==> config.mk <==
export PLATFORM = sky130hd
export DESIGN_NAME = up_down_counter
export DESIGN_NICKNAME = d
export VERILOG_FILES = /design/src/rtl/up_down_counter_pkg.sv /design/src/rtl/up_down_counter.sv
export SDC_FILE = /design/constraint.sdc
export NUM_CORES = 1
export LEC_CHECK = 0
export BUFFER_PORTS_ARGS = -buffer_cell sky130_fd_sc_hd__clkbuf_2
export CAP_MARGIN = 20
export CORE_AREA = 2 2 39 41
export DETAILED_ROUTE_END_ITERATION = 8
export DIE_AREA = 0 0 41 43
export PLACE_DENSITY = 0.38
export SLEW_MARGIN = 25
export SYNTH_ARGS = -nofsm -noshare
export SYNTH_HDL_FRONTEND = slang
export SYNTH_SLANG_ARGS = --single-unit
==> constraint.sdc <==
create_clock -name clk_i -period 1.1 [get_ports clk_i]
set_input_delay 0.055 -clock clk_i [delete_from_list [all_inputs] [get_ports clk_i]]
set_output_delay 0.055 -clock clk_i [all_outputs]
set_load 0.02 [all_outputs]
==> src/rtl/up_down_counter_pkg.sv <==
// Shared constants for the up/down counter: the encoding of the direction
// select input.
package up_down_counter_pkg;

  // Direction select encoding on mode_i.
  localparam logic MODE_UP   = 1'b1;
  localparam logic MODE_DOWN = 1'b0;

endpackage : up_down_counter_pkg

==> src/rtl/up_down_counter.sv <==
// Free-running WIDTH-bit binary counter. Each rising edge either clears the
// count (rst_i high), increments it (mode_i = up) or decrements it (any
// other mode_i value). Arithmetic wraps modulo 2^WIDTH and the output comes
// straight from the count register, so there is no input-to-output
// combinational path.
module up_down_counter #(
  parameter int WIDTH = 4
) (
  input  logic             clk_i,
  input  logic             rst_i,
  input  logic             mode_i,
  output logic [WIDTH-1:0] count_o
);

  import up_down_counter_pkg::*;

  // Unit step sized to the counter so add/subtract stay WIDTH bits wide and
  // carry/borrow simply falls off the top.
  localparam logic [WIDTH-1:0] STEP = WIDTH'(1);

  // A zero-width counter is meaningless; stop elaboration if requested.
  if (WIDTH < 1) begin : g_width_check
    $error("up_down_counter: WIDTH must be >= 1");
  end

  logic [WIDTH-1:0] count_q;
  logic [WIDTH-1:0] count_d;

  // Next-state: step up only on an explicit up code; anything else
  // (including X/Z in simulation) falls through to the down step.
  always_comb begin
    count_d = count_q;
    if (mode_i == MODE_UP) begin
      count_d = count_q + STEP;
    end else begin
      count_d = count_q - STEP;
    end
  end

  // Count register with synchronous clear taking priority over counting.
  always_ff @(posedge clk_i) begin
    if (rst_i) begin
      count_q <= '0;
    end else begin
      count_q <= count_d;
    end
  end

  assign count_o = count_q;

endmodule : up_down_counter

==> impl_metrics.toml <==
[run_status]
outcome = "finished, final reports clean"

[critical_path]
critPathKind = "flip-flop to flip-flop"
worstPathMaxFanout = 3
required_ns = 1.27
arrival_ns = 1.22
crit_chain = "ha_1 > nand3_1 > a21o_1 > a21oi_2"
critPathSlowestCell = "dfxtp_2"
worst_setup_path_start_kind = "flip-flop"
endpoint_kind = "flip-flop"
slowest_delay_ns = 0.33

[drt]
ant_nets = 0
dr.first_iter.drc_count = 2
post_drt_wl_per_cell_um = 8.39
viasPerCell = 3.55
first_pass_iters = 2
vias = 156
wl_um = 369
drc = 0

[layout]
largest_register_ffs = 4
design_area_um2 = 299
fillers = 155
stdcell_count = 44
areaGrowthSynthToFinish_pct = 56.2
final_layout_size_suffix_gt1_share_pct = 64.3
final_nets = 36
insertedDiodeCount = 0
final_cell_mix = "clkbuf_2, clkbuf_4, dfxtp_2"
final_common_cell = "clkbuf_2"

[power_and_ir_drop]
clock_power_share_pct = 29.9
ir_drop_mv = 0.701
intPower_mw = 0.405
seqPwrFrac_pct = 34.2
p_sw_mw = 0.187
p_total_mw = 0.592
power_leakage_nw = 0.130
p_comb_share_pct = 35.9
sw_frac_of_total_pct = 31.6
p_per_area_nw_per_um2 = 1980

[clock_network]
cts_buffers = 3
h-tree-depth = 1
path_clk_slew_ns = 0.03
cts-root-buf = "clkbuf_4"
clock_latency_ns = 0.23
cts_tree = "yes"
cts_buffer_depth = 2
hold_buffers = 0
postCtsSetupBuffers = 0
cts_sinks = 4

[synth]
synth_area_um2 = 191
synth_cell_types = 11
ys_warn_count = 0
yosysSeqAreaShare_pct = 41.8
syn_nets = 24
post_synth.cell_area_avg_um2 = 10.6
syn_inst = 18
synth-seq-cells = 4

[floorplan]
die_h_um = 43
start_util_pct = 13.8
rows = 14
die_area_um2 = 1760
ios = 7
core_um2 = 1380
die_x_um = 41

[sta]
slew_headroom_pct = 83.9
clock.fmax_mhz = 955
tightestPinTransition_ns = 0.239
fin_crit_ns = 1.05
final_max_slew_viol_count = 0
finalSetupViolations = 0
worst_clock_skew_ns = 0.0000657
hold_viol = 0
fin_crit_sh_pct = 95.2

[min_path]
hold_class = "input port to flip-flop"

[placed_design]
gp_congestion = 0.718
io_buffers = 6
postPlaceCellArea_um2 = 253
dp.cells = 41

[grt]
grt_max_degree = 5
grt_overflow = 0
grt_usage_pct = 5.72
antenna_found_initial = 0
grt_pass1_vias = 143
grt_pass1_wl_um = 572

[job]
cap_violations = 0
cell usage after synthesis, drive strengths merged:
master | number | area [um^2]
a21o | 1 | 7.51
a21oi | 2 | 13.8
dfxtp | 4 | 80.1
fa | 1 | 20.0
ha | 2 | 25.0
inv | 1 | 3.75
nand3 | 2 | 10.0
nor2 | 2 | 7.51
nor2b | 1 | 6.26
xnor2 | 2 | 17.5
per-stage QoR:
stage	setup WS, ns	hold WS (ns)	TNS, ns	util [%]
3_3_place_gp	-0.0115	0.276	-0.0115	18.3
3_5_place_dp	-0.0266	0.282	-0.0266	18.3
6_report	0.0533	0.0404	0	21.6
5_1_grt	-0.0143	0.0320	-0.0143	21.6
2_1_floorplan	-0.0228	0.114	-0.0228	-
4_1_cts	0.00919	0.0318	0	20.2
metal layers:
metal,wire length [um],part of all wire (%),GRT usage [%],vias up
li1,-,-,-,80
met1,182,49,7.07,66
met2,129,35,5.31,10
met3,58,16,9.42,0
met4,0,0,0,0
met5,0,0,0,-
logic make-up (layout without fill, tap and decap cells):
| logic type | count (synthesis) | after routing | synth area share (%) |
|---|---|---|---|
| AND/OR/NAND/NOR | 5 | 5 | 12.4 |
| flip-flops | 4 | 4 | 41.8 |
| adder cells (fa/ha/maj) | 3 | 3 | 23.5 |
| AO/OA/AOI/OAI | 3 | 3 | 11.1 |
| XOR/XNOR | 2 | 2 | 9.15 |
| buffers and inverters | 1 | 11 | 1.96 |
power groups by stage:
stage | Combinational, mW | Clock [mW] | Sequential [mW]
after detailed placement | 0.184 | 0 | 0.201
after CTS | 0.190 | 0.186 | 0.200
after global routing | 0.239 | 0.201 | 0.207
after global placement | 0.184 | 0 | 0.200
after floorplan | 0.0920 | 0 | 0.232
final | 0.213 | 0.177 | 0.203
area by class of cell:
class,count,area (um^2),area share (%)
clock buffers,3,22.5,7.53
inverters,1,3.75,1.26
multi-input cells,13,131,43.9
flip-flops and latches,4,83.8,28.0
well taps,16,20.0,6.69
repair buffers,7,37.5,12.6
path summary, 6_finish.rpt:
path	startpoint	end	slack, ns	cells past startpoint
setup reg to reg	count_o[1]	count_o[3]	0.05	4
hold reg to reg	count_o[0]	count_o[0]	0.45	1
hold / removal	rst_i	count_o[3]	0.04	2
setup / recovery	count_o[1]	count_o[3]	0.05	4
worst max-delay path, delay by kind of cell, from the launching register on:
kind / cells / cell delay, ns
flops: 1 / 0.33
fa+ha+maj: 1 / 0.28
compound gates: 2 / 0.27
simple gates: 1 / 0.11
repair_timing:
action	4_1_cts	5_1_grt
gates resized for setup	1	3
setup endpoints to repair	1	2
pin swaps	0	2
Note: power is estimated with default switching activity, not from simulation.
